$ cat src/rtl/display_scan_4.sv
// rtl/display_scan_4.sv - four-digit time-multiplexed 7-segment scanner with frame-committed loads
//
// Purpose: presents one hex nibble of the shown value per scan slot, with a
// one-hot digit enable. A load is parked in a pending register and becomes
// the shown value only at a frame wrap, so one frame never mixes two values.
// An optional mode blanks leading zero digits.
//
// Ports:
//   clk       - single clock, rising edge
//   rst_n     - asynchronous active-low reset
//   value     - 16-bit value to display, digit i = value[4*i+3:4*i], digit 0 rightmost
//   load      - one-cycle strobe capturing value into the pending register
//   blank_lz  - 1 = blank leading zero digits (combinational, every cycle)
//   nibble    - hex digit of the active slot, to the 7-segment decoder
//   dig_en    - one-hot active-high digit enable, all zero when the slot is blanked
//   blank     - 1 when the active slot is blanked
//   frame     - one-cycle pulse on each frame wrap
//   pending   - 1 while a loaded value awaits commit

module display_scan_4 #(
   parameter int DIV = 4
) (
   input  logic        clk,
   input  logic        rst_n,
   input  logic [15:0] value,
   input  logic        load,
   input  logic        blank_lz,
   output logic [3:0]  nibble,
   output logic [3:0]  dig_en,
   output logic        blank,
   output logic        frame,
   output logic        pending
);

   localparam int CNT_W = (DIV > 1) ? $clog2(DIV) : 1;

   logic [CNT_W-1:0] cnt_q, cnt_d;
   logic [1:0]       idx_q, idx_d;
   logic [15:0]      disp_q, disp_d;
   logic [15:0]      pend_q, pend_d;
   logic             pend_v_q, pend_v_d;
   logic             frame_q, frame_d;

   logic tick;
   logic wrap;

   assign tick = (cnt_q == CNT_W'(DIV - 1));
   assign wrap = tick && (idx_q == 2'd3);

   always_comb begin
      cnt_d    = tick ? '0 : cnt_q + CNT_W'(1);
      idx_d    = tick ? idx_q + 2'd1 : idx_q;
      frame_d  = wrap;
      disp_d   = disp_q;
      pend_d   = pend_q;
      pend_v_d = pend_v_q;

      if (wrap && pend_v_q) begin
         disp_d   = pend_q;
         pend_v_d = 1'b0;
      end

      // Evaluated after the commit so a load landing on the wrap edge stays
      // pending for the next frame instead of being lost.
      if (load) begin
         pend_d   = value;
         pend_v_d = 1'b1;
      end
   end

   always_ff @(posedge clk or negedge rst_n) begin
      if (!rst_n) begin
         cnt_q    <= '0;
         idx_q    <= 2'd0;
         disp_q   <= 16'h0000;
         pend_q   <= 16'h0000;
         pend_v_q <= 1'b0;
         frame_q  <= 1'b0;
      end else begin
         cnt_q    <= cnt_d;
         idx_q    <= idx_d;
         disp_q   <= disp_d;
         pend_q   <= pend_d;
         pend_v_q <= pend_v_d;
         frame_q  <= frame_d;
      end
   end

   // Zero flags for the upper digit runs: digit i is a leading zero only
   // when it and every digit above it are zero.
   logic zero_3;
   logic zero_32;
   logic zero_321;

   assign zero_3   = (disp_q[15:12] == 4'h0);
   assign zero_32  = zero_3  && (disp_q[11:8] == 4'h0);
   assign zero_321 = zero_32 && (disp_q[7:4]  == 4'h0);

   always_comb begin
      blank = 1'b0;
      if (blank_lz) begin
         case (idx_q)
            2'd1:    blank = zero_321;
            2'd2:    blank = zero_32;
            2'd3:    blank = zero_3;
            default: blank = 1'b0;
         endcase
      end
   end

   assign nibble  = disp_q[{idx_q, 2'b00} +: 4];
   assign dig_en  = blank ? 4'b0000 : (4'b0001 << idx_q);
   assign frame   = frame_q;
   assign pending = pend_v_q;

endmodule

$ cat config.mk
export PLATFORM = sky130hd
export DESIGN_NAME = display_scan_4
export DESIGN_NICKNAME = d
export VERILOG_FILES = /design/src/rtl/display_scan_4.sv
export SDC_FILE = /design/constraint.sdc
export NUM_CORES = 1
export LEC_CHECK = 0
export CORE_MARGIN = 5
export CORE_UTILIZATION = 46
export DETAILED_ROUTE_END_ITERATION = 7
export PLACE_DENSITY = 0.75
export SLEW_MARGIN = 10
export SYNTH_ARGS = -nofsm -noshare
export SYNTH_HDL_FRONTEND = slang
export SYNTH_SLANG_ARGS = --single-unit
$ cat constraint.sdc
create_clock -name clk -period 2 [get_ports clk]
set_input_delay 0.5 -clock clk [delete_from_list [all_inputs] [get_ports clk]]
set_output_delay 0.5 -clock clk [all_outputs]
set_load 0.02 [all_outputs]
==> results of run 1 <==
## how the worst max path moves through the flow
| stage | startpoint | endpoint | slack [ps] | cells past startpoint |
|---|---|---|---|---|
| final | idx_q[0]$_DFFE_PN0P_ | blank | -350 | 7 |
| after global routing | idx_q[0]$_DFFE_PN0P_ | blank | -430 | 7 |
| after CTS | idx_q[0]$_DFFE_PN0P_ | dig_en[1] | -310 | 6 |
| after detailed placement | blank_lz | dig_en[1] | -660 | 5 |
| after global placement | blank_lz | dig_en[1] | -550 | 5 |
| after floorplan | idx_q[0]$_DFFE_PN0P_ | dig_en[1] | 0.2 | 6 |
## timing repair
action                                 4_1_cts  5_1_grt
setup endpoints to repair                    9        8
endpoints found under the hold margin        0        0
resized for setup                           51        5
pin swaps                                    8        2
buffers inserted                             7        2
## cell type report
class	instances	area (µm²)	share of cell area, %
Multi-Input combinational cell	58	729	31.5
Tap cell	46	57.6	2.49
Clock inverter	2	12.5	0.541
Sequential cell	38	951	41.1
Inverter	3	11.3	0.487
Timing Repair Buffer	57	499	21.6
Clock buffer	6	51.3	2.22
## kinds of logic (layout without fill, tap and decap cells)
group,after synthesis,after routing,synth area share (%)
compound gates,6,6,2.64
xor+xnor,1,1,0.528
fa+ha+maj,5,5,3.77
buf+inv,7,68,2.79
flops,38,38,57.3
mux,36,36,29.4
simple gates,10,10,3.62
## cells in the final DEF, fill, tap and decap left out, types with 2 or more instances in the layout
cell type        count
dfrtp_1             38
ha_1                 2
mux2_2              22
clkdlybuf4s50_1     21
ha_4                 2
inv_2                3
nor2_1               2
mux4_2               4
clkbuf_4             5
buf_2                3
buf_4               26
buf_6                6
mux2_4              10
## registers in the layout, indices dropped and copies added, names as in the netlist
register and flops:
cnt_q 2, frame 1, pending 1, disp_q 16
idx_q 2, pend_q 16
## routing by layer
layer,share of wire (%),wire length [µm]
met5,0,0
met4,0.86,28
met1,44,1450
met3,5.4,177
met2,49,1610
## through the flow
stage	instances	utilization [%]
2_1_floorplan	103	-
3_5_place_dp	193	62.4
4_1_cts	208	67.0
5_1_grt	210	67.7
3_3_place_gp	193	62.4
6_report	210	67.7
## Yosys cell counts
master / n / share of area [%]
o21ai_0: 1 / 0.30
xor2_1: 1 / 0.53
nand2_4: 1 / 0.68
o21a_1: 1 / 0.45
a21o_2: 1 / 0.53
inv_2: 1 / 0.23
buf_2: 3 / 0.90
nand2_2: 1 / 0.38
dfrtp_1: 38 / 57
nor4_1: 2 / 0.75
nand2_1: 1 / 0.23
mux2_2: 22 / 15
nor4b_1: 1 / 0.53
a21boi_0: 1 / 0.45
and2_1: 1 / 0.38
buf_12: 1 / 1.2
a211oi_1: 1 / 0.45
ha_1: 5 / 3.8
mux2_4: 10 / 9.0
inv_1: 2 / 0.45
nor2_1: 3 / 0.68
o211ai_1: 1 / 0.45
mux4_2: 4 / 5.4
## report_power, final
group / total, mW / switching [mW] / internal [mW] / leakage, nW
sequential: 0.876 / 0.0427 / 0.834 / 0.450
combinational: 0.214 / 0.0726 / 0.141 / 0.562
clock: 0.424 / 0.255 / 0.169 / 0.0343
==> flow_summary_export.csv, run 1 <==
group,metric,value,unit
placed_design,dp_worst_setup_slack,-662,ps
timing,grt_setup_unrepaired,"yes",
drt,final_antenna_net_count,0,
timing,worst_slack,-350,ps
placed_design,routabilityCongestion,0.751,
global_routing,first_pass_grt_wire_length,5440,µm
status,violations_in_the_final_reports,"negative setup slack",
timing,period_minus_slack,2350,ps
floorplanning,die_area,4910,µm²
timing,timing.final.setup_violations,8,
timing,fmax,426,MHz
synth,synth_fp_nets,128,
status,run_status,"finished, violations left",
finish,layout-drive-gt1-share,57.9,%
global_routing,grt_pass1_vias,1108,
setup_path,worst-endpoint-required,1500,ps
drt,first_pass_iters,4,
global_routing,met1_routing_resource_usage_after_global_routing,17.9,%
setup_path,critPathMaxFanout,3,
power,leakagePower,1.05,nW
finish,fillers,262,
clock_network,clock_tree_from_tritoncts,"done",
drt,post_route_drc,0,
setup_path,cell_type_of_the_slowest_stage_on_the_worst_timing_path,"dfrtp_1",
placed_design,place.detailed.hpwl,2250,µm
power,design_power_total,1.51,mW
worst_hold_path,worst_hold_path.endpoint,"cnt_q[0]$_DFF_PN0_",
drt,first_iter_violations,34,
drt,detail_route.vias_per_cell,4.84,
power,peakVddDrop,0.461,mV
clock_network,root_driver,"clkbuf_4",
timing,finalHoldViolations,0,
timing,worst-slew-pin-transition,471,ps
timing,maxSlewHeadroom,68.6,%
floorplanning,die_w,70.1,µm
global_routing,grt_antenna_before_repair,0,
setup_path,worstReg2RegStart,"idx_q[0]$_DFFE_PN0P_",
finish,post-route-cell-area,2310,µm²
power,power_density,655,nW/µm²
synth,syn-cell-area,1660,µm²
worst_hold_path,min-delay-path-class,"register to register",
worst_hold_path,hold-path-cell-count,1,
placed_design,dpl_cell_area,2130,µm²
setup_path,ff2ff_setup_slack,260,ps
floorplanning,die_h,70.1,µm
timing,final-max-slew-violation-count,0,
setup_path,reg2regPathDepth,7,
drt,postRouteWirelength,3270,µm
clock_network,tritoncts_num_sinks,38,
floorplanning,core_area,3420,µm²
setup_path,crit_path_start_kind,"register",
timing,setup_total_negative_slack,-1670,ps
finish,synth_to_layout_area_growth,39.3,%
synth,synth.avg_cell_area,16.1,µm²
global_routing,grt_remaining_overflow,0,
setup_path,regToRegEndpoint,"disp_q[1]$_DFFE_PN0P_",
setup_path,timing.critical_path.to_type,"output port",
global_routing,grt_busiest_layer,"met2",
setup_path,cp.arrival,1850,ps
synth,post_syn_instances,103,
timing,worst_hold_slack,440,ps
clock_network,worst_setup_hold_path_clk_slew,110,ps
setup_path,timing.critical_path.slowest_cell_delay,420,ps
job,max_cap_viols,0,
floorplanning,start_util,48.6,%
clock_network,tritoncts.num_buffers,5,
clock_network,clk-insertion-delay-late,340,ps
setup_path,path_cells,"inv_2 > ha_4 > nor4b_4 > o211ai_1 > buf_4 > nor2_4 > buf_6",
floorplanning,ioPinCount,31,
drt,detailroute.via_count,1017,
global_routing,globalRouteMet2Util,23.2,%
synth,synth-seq-cells,38,
setup_path,crit_type,"register to output port",
setup_path,path_delay_family,"flip-flops",
finish,num-nets-final,188,
clock_network,cts_max_path_buffers,2,
global_routing,global_route.usage.met3,4.30,%
synth,synth_seq_area_share,57.3,%
placed_design,io_buffer_count,30,
setup_path,worstPathBufferInverterCount,3,
finish,antenna_cells_inserted,0,
global_routing,grt_usage,14.2,%
worst_hold_path,worst_hold_startpoint,"cnt_q[0]$_DFF_PN0_",
clock_network,post_cts_hold_buffer_count,0,
drt,drt-wirelength-per-cell,15.6,µm
timing,period_share,118,%
floorplanning,rows,21,
synth,total_number_of_yosys_warnings,0,
global_routing,grt_start_max_net_pins,39,
clock_network,ctsHtreeMaxLevel,2,
synth,number_of_distinct_library_cells_after_synthesis,23,
timing,clock-skew-final,6.63,ps
Note: power is estimated with default switching activity, not from simulation.
==> run 2: changes to the inputs <==
Settings changed: CORE_UTILIZATION 46 to 48, CTS_BUF_LIST set to sky130_fd_sc_hd__clkbuf_4 sky130_fd_sc_hd__clkbuf_8, PLACE_DENSITY 0.75 to 0.77.
==> flow_summary_export.csv, run 2 (synthesis results as in run 1) <==
group,metric,value,unit
worst_hold_path,hold-path-cell-count,1,
placed_design,dpl_cell_area,2130,µm²
clock_network,clock_tree_from_tritoncts,"done",
finish,antenna_cells_inserted,0,
drt,final_antenna_net_count,0,
placed_design,io_buffer_count,30,
finish,layout-drive-gt1-share,56.8,%
finish,num-nets-final,186,
power,power_density,657,nW/µm²
drt,detailroute.via_count,1022,
timing,worst-slew-pin-transition,466,ps
power,peakVddDrop,0.450,mV
clock_network,tritoncts.num_buffers,5,
power,switching_share,22.9,%
job,max_cap_viols,0,
floorplanning,rows,21,
timing,final-max-slew-violation-count,0,
power,design_power_total,1.52,mW
timing,fmax,440,MHz
power,seq_power_share,57.9,%
timing,worst_hold_slack,429,ps
setup_path,crit_path_start,"idx_q[1]$_DFFE_PN0P_",
floorplanning,ioPinCount,31,
floorplanning,die_w,68.8,µm
setup_path,crit_path_start_kind,"register",
clock_network,post_cts_hold_buffer_count,0,
finish,reg.largest.list,"disp_q x16, pend_q x16",
worst_hold_path,worst_hold_path.endpoint,"cnt_q[0]$_DFF_PN0_",
status,violations_in_the_final_reports,"negative setup slack",
setup_path,worst-endpoint-required,1500,ps
setup_path,reg2regPathDepth,7,
power,switching_power,0.346,mW
setup_path,worstReg2RegStart,"idx_q[0]$_DFFE_PN0P_",
clock_network,clk-insertion-delay-late,340,ps
timing,period_minus_slack,2270,ps
timing,worst_slack,-270,ps
worst_hold_path,min-delay-path-class,"register to register",
drt,first_iter_violations,30,
finish,synth_to_layout_area_growth,39.0,%
global_routing,first_pass_grt_wire_length,5200,µm
drt,detail_route.vias_per_cell,4.91,
finish,finish.utilization,69.2,%
timing,timing.final.setup_violations,8,
setup_path,ff2ff_setup_slack,230,ps
setup_path,crit_type,"register to output port",
drt,first_pass_iters,4,
floorplanning,core_area,3340,µm²
finish,final_cell_mix,"dfrtp_1 (38), buf_4 (24), mux2_2 (22)",
floorplanning,die_area,4740,µm²
global_routing,grt_antenna_before_repair,0,
finish,combined_area_of_the_multi_input_logic_cells,728,µm²
timing,setup_total_negative_slack,-1610,ps
finish,post-route-cell-area,2310,µm²
finish,leading_cell_type_in_the_layout_fill_and_taps_excluded,"dfrtp_1",
clock_network,root_driver,"clkbuf_4",
placed_design,place.detailed.hpwl,2270,µm
global_routing,grt_usage,15.5,%
finish,fillers,221,
clock_network,cts_max_path_buffers,2,
global_routing,grt_remaining_overflow,0,
timing,clock-skew-final,9.86,ps
clock_network,worst_setup_hold_path_clk_slew,100,ps
global_routing,grt_start_max_net_pins,39,
timing,finalHoldViolations,0,
timing,grt_setup_unrepaired,"yes",
power,cell_internal_pwr,1.17,mW
setup_path,critPathMaxFanout,3,
setup_path,cp.arrival,1770,ps
timing,maxSlewHeadroom,68.9,%
setup_path,timing.critical_path.to_type,"output port",
global_routing,grt_pass1_vias,1113,
floorplanning,die_h,68.8,µm
timing,period_share,114,%
setup_path,regToRegEndpoint,"disp_q[0]$_DFFE_PN0P_",
drt,postRouteWirelength,3210,µm
drt,post_route_drc,0,
power,leakagePower,1.05,nW
clock_network,ctsHtreeMaxLevel,2,
worst_hold_path,worst_hold_startpoint,"cnt_q[0]$_DFF_PN0_",
placed_design,routabilityCongestion,0.760,
power,p_clk_share,27.1,%
clock_network,tritoncts_num_sinks,38,
finish,seq_area,951,µm²
drt,drt-wirelength-per-cell,15.5,µm
floorplanning,start_util,49.8,%
status,run_status,"finished, violations left",
power,p_comb_share,15.0,%
## run 2: changes by cell type in the layout (fill, tap and decap cells not counted)
cell	change
a211oi_2	-1
buf_2	-2
clkbuf_4	+1
nor2_2	+1
nor2_4	-1
a21boi_0	+1
clkdlybuf4s15_2	-1
buf_4	-2
a211oi_4	+1
buf_6	+3
clkinvlp_4	-1
a21boi_2	-1
## run 2: how the worst max path moves through the flow
stage,to,slack [ps],depth (start not counted)
after floorplan,dig_en[1],0.2,6
after global placement,dig_en[1],-550,5
after detailed placement,dig_en[1],-640,5
after CTS,dig_en[1],-280,6
after global routing,dig_en[1],-370,6
final,dig_en[1],-270,6
## run 2: power by group through the flow
stage / sequential (mW) / combinational (mW) / clock, mW
4_1_cts: 0.877 / 0.221 / 0.434
3_5_place_dp: 0.890 / 0.225 / 0
5_1_grt: 0.887 / 0.246 / 0.472
2_1_floorplan: 0.878 / 0.106 / 0
6_report: 0.878 / 0.227 / 0.410
3_3_place_gp: 0.885 / 0.217 / 0
## run 2: per-stage QoR
step                      setup slack (ps)  instances
after floorplan                      0.208        103
after global placement                -554        193
after detailed placement              -642        193
after CTS                             -284        206
after global routing                  -366        208
final                                 -270        208
## run 2: timing repair
item,in CTS,in global routing
pin swaps,6,4
resized for setup,51,10
setup endpoints to repair,9,8
buffers inserted,5,2
## run 2: area by class of cell
| type | count | area share, % |
|---|---|---|
| Sequential cell | 38 | 41.2 |
| Multi-Input combinational cell | 58 | 31.5 |
| Timing Repair Buffer | 55 | 21.5 |
| Clock buffer | 7 | 2.55 |
| Tap cell | 46 | 2.49 |
| Inverter | 3 | 0.488 |
| Clock inverter | 1 | 0.217 |
## run 2: per-layer routing
| layer | wire length (µm) | track usage [%] |
|---|---|---|
| met5 | 0 | 0 |
| met4 | 24 | 2.92 |
| met3 | 189 | 5.51 |
| met2 | 1640 | 27.9 |
| met1 | 1360 | 18.0 |
## run 2: critical path: stages (launching register included)
cell	delay, ps
dfrtp_1	390
inv_2	80
ha_4	170
nor4b_4	250
o211ai_1	170
o21a_2	240
buf_6	130
==> run 3: changes to the inputs <==
Settings changed: GPL_ROUTABILITY_DRIVEN set to 0, SLEW_MARGIN 10 to not set.
Clock period 2 ns to 1.9 ns, I/O delays scaled along.
==> flow_summary_export.csv, run 3 (synthesis results as in run 1) <==
group,metric,value,unit
drt,first_pass_iters,4,
timing,worst_slack,-465,ps
drt,final_antenna_net_count,0,
placed_design,io_buffer_count,30,
setup_path,crit_path_start_kind,"register",
finish,leading_cell_type_in_the_layout_fill_and_taps_excluded,"dfrtp_1",
setup_path,worstSetupEndpoint,"dig_en[1]",
timing,worst_hold_slack,430,ps
timing,clock-skew-final,5.13,ps
setup_path,crit_type,"register to output port",
setup_path,worst-endpoint-required,1420,ps
global_routing,grt_usage,16.2,%
floorplanning,die_area,4740,µm²
drt,postRouteWirelength,3270,µm
floorplanning,core_area,3340,µm²
finish,synth_to_layout_area_growth,42.7,%
finish,final_cell_mix,"dfrtp_1 (38), buf_4 (27), mux2_2 (22)",
drt,drt-wirelength-per-cell,15.4,µm
global_routing,first_pass_grt_wire_length,5350,µm
setup_path,cp.arrival,1890,ps
global_routing,grt_pass1_vias,1109,
floorplanning,die_h,68.8,µm
global_routing,grt_remaining_overflow,0,
setup_path,crit_path_start,"idx_q[0]$_DFFE_PN0P_",
drt,post_route_drc,0,
clock_network,clk-insertion-delay-late,340,ps
floorplanning,start_util,49.8,%
floorplanning,rows,21,
timing,timing.final.setup_violations,8,
global_routing,grt_start_max_net_pins,39,
power,leakagePower,1.08,nW
timing,fmax,423,MHz
drt,first_iter_violations,49,
timing,grt_setup_unrepaired,"yes",
clock_network,tritoncts.num_buffers,5,
finish,reg.largest.list,"disp_q x16, pend_q x16",
setup_path,critPathMaxFanout,2,
clock_network,post_cts_hold_buffer_count,0,
floorplanning,ioPinCount,31,
clock_network,cts_max_path_buffers,2,
timing,period_share,124,%
drt,detailroute.via_count,1059,
timing,period_minus_slack,2360,ps
finish,layout-drive-gt1-share,58.1,%
timing,finalHoldViolations,0,
setup_path,regToRegEndpoint,"disp_q[0]$_DFFE_PN0P_",
global_routing,grt_antenna_before_repair,0,
status,run_status,"finished, violations left",
status,violations_in_the_final_reports,"negative setup slack",
timing,setup_total_negative_slack,-2570,ps
setup_path,ff2ff_setup_slack,100,ps
timing,maxSlewHeadroom,68.3,%
clock_network,worst_setup_hold_path_clk_slew,110,ps
timing,worst-slew-pin-transition,476,ps
floorplanning,die_w,68.8,µm
setup_path,reg2regPathDepth,8,
setup_path,worstReg2RegStart,"idx_q[0]$_DFFE_PN0P_",
clock_network,tritoncts_num_sinks,38,
clock_network,root_driver,"clkbuf_4",
timing,final-max-slew-violation-count,0,
setup_path,timing.critical_path.to_type,"output port",
drt,detail_route.vias_per_cell,4.97,
placed_design,place.detailed.hpwl,2330,µm
power,power_density,678,nW/µm²
power,peakVddDrop,0.412,mV
job,max_cap_viols,0,
clock_network,clock_tree_from_tritoncts,"done",
clock_network,ctsHtreeMaxLevel,2,
finish,num-nets-final,191,
finish,antenna_cells_inserted,0,
worst_hold_path,min-delay-path-class,"register to register",
==> run 3: changes by cell type in the layout (fill, tap and decap cells not counted), sizes merged <==
cell / before / now
buf: 34 / 38
clkdlybuf4s50: 21 / 20
clkinvlp: 0 / 1
dlymetal6s2s: 0 / 1
==> run 3: worst min-delay path by stage <==
stage / cells past startpoint / start / to
after global placement: 1 / cnt_q[0]$_DFF_PN0_ / cnt_q[0]$_DFF_PN0_
after detailed placement: 1 / cnt_q[0]$_DFF_PN0_ / cnt_q[0]$_DFF_PN0_
after global routing: 1 / cnt_q[0]$_DFF_PN0_ / cnt_q[0]$_DFF_PN0_
after CTS: 1 / cnt_q[0]$_DFF_PN0_ / cnt_q[0]$_DFF_PN0_
after floorplan: 0 / rst_n / cnt_q[0]$_DFF_PN0_
final: 1 / cnt_q[0]$_DFF_PN0_ / cnt_q[0]$_DFF_PN0_
==> run 3: cell type report <==
| type | count | area [µm²] |
|---|---|---|
| clock buffers | 6 | 51.3 |
| clock inverters | 2 | 12.5 |
| fillers | 230 | 967 |
| inverters | 3 | 11.3 |
| multi-input cells | 58 | 733 |
| flip-flops and latches | 38 | 951 |
| well taps | 46 | 57.6 |
| repair buffers | 60 | 553 |
==> run 3: routing by layer <==
metal / part of all wire, % / up-vias / track usage, %
li1: - / 496 / -
met3: 5.7 / 7 / 5.83
met2: 49 / 27 / 25.6
met5: 0 / - / 0
met4: 1.5 / 0 / 7.30
met1: 44 / 529 / 20.0
==> run 3: worst max-delay path, cell delays in order (launching register included) <==
cell and delay (ps):
dfrtp_1 380, inv_2 60, ha_4 160, nor4b_4 250
o211ai_1 180, buf_4 180, o21a_2 190, buf_6 130
==> run 3: stage by stage <==
| step | cells | power [mW] | setup slack [ps] | cell area [µm²] | util (%) |
|---|---|---|---|---|---|
| 2_1_floorplan | 103 | 1.04 | 8.48 | 1690 | - |
| 4_1_cts | 211 | 1.63 | -450 | 2310 | 69.3 |
| 3_5_place_dp | 196 | 1.18 | -746 | 2180 | 65.2 |
| 5_1_grt | 213 | 1.69 | -584 | 2370 | 71.0 |
| 3_3_place_gp | 196 | 1.17 | -605 | 2180 | 65.2 |
| 6_report | 213 | 1.61 | -465 | 2370 | 71.0 |
==> run 3: power breakdown <==
part / leakage [nW] / internal (mW) / switching (mW)
Sequential: 0.450 / 0.877 / 0.0429
Clock: 0.0343 / 0.178 / 0.260
Combinational: 0.593 / 0.166 / 0.0835
==> run 3: repair_timing <==
action                                  in CTS  in global routing
pin swaps                                    5                  6
endpoints found under the setup margin       9                 10
gates resized for setup                     55                 11
buffers inserted                             7                  2
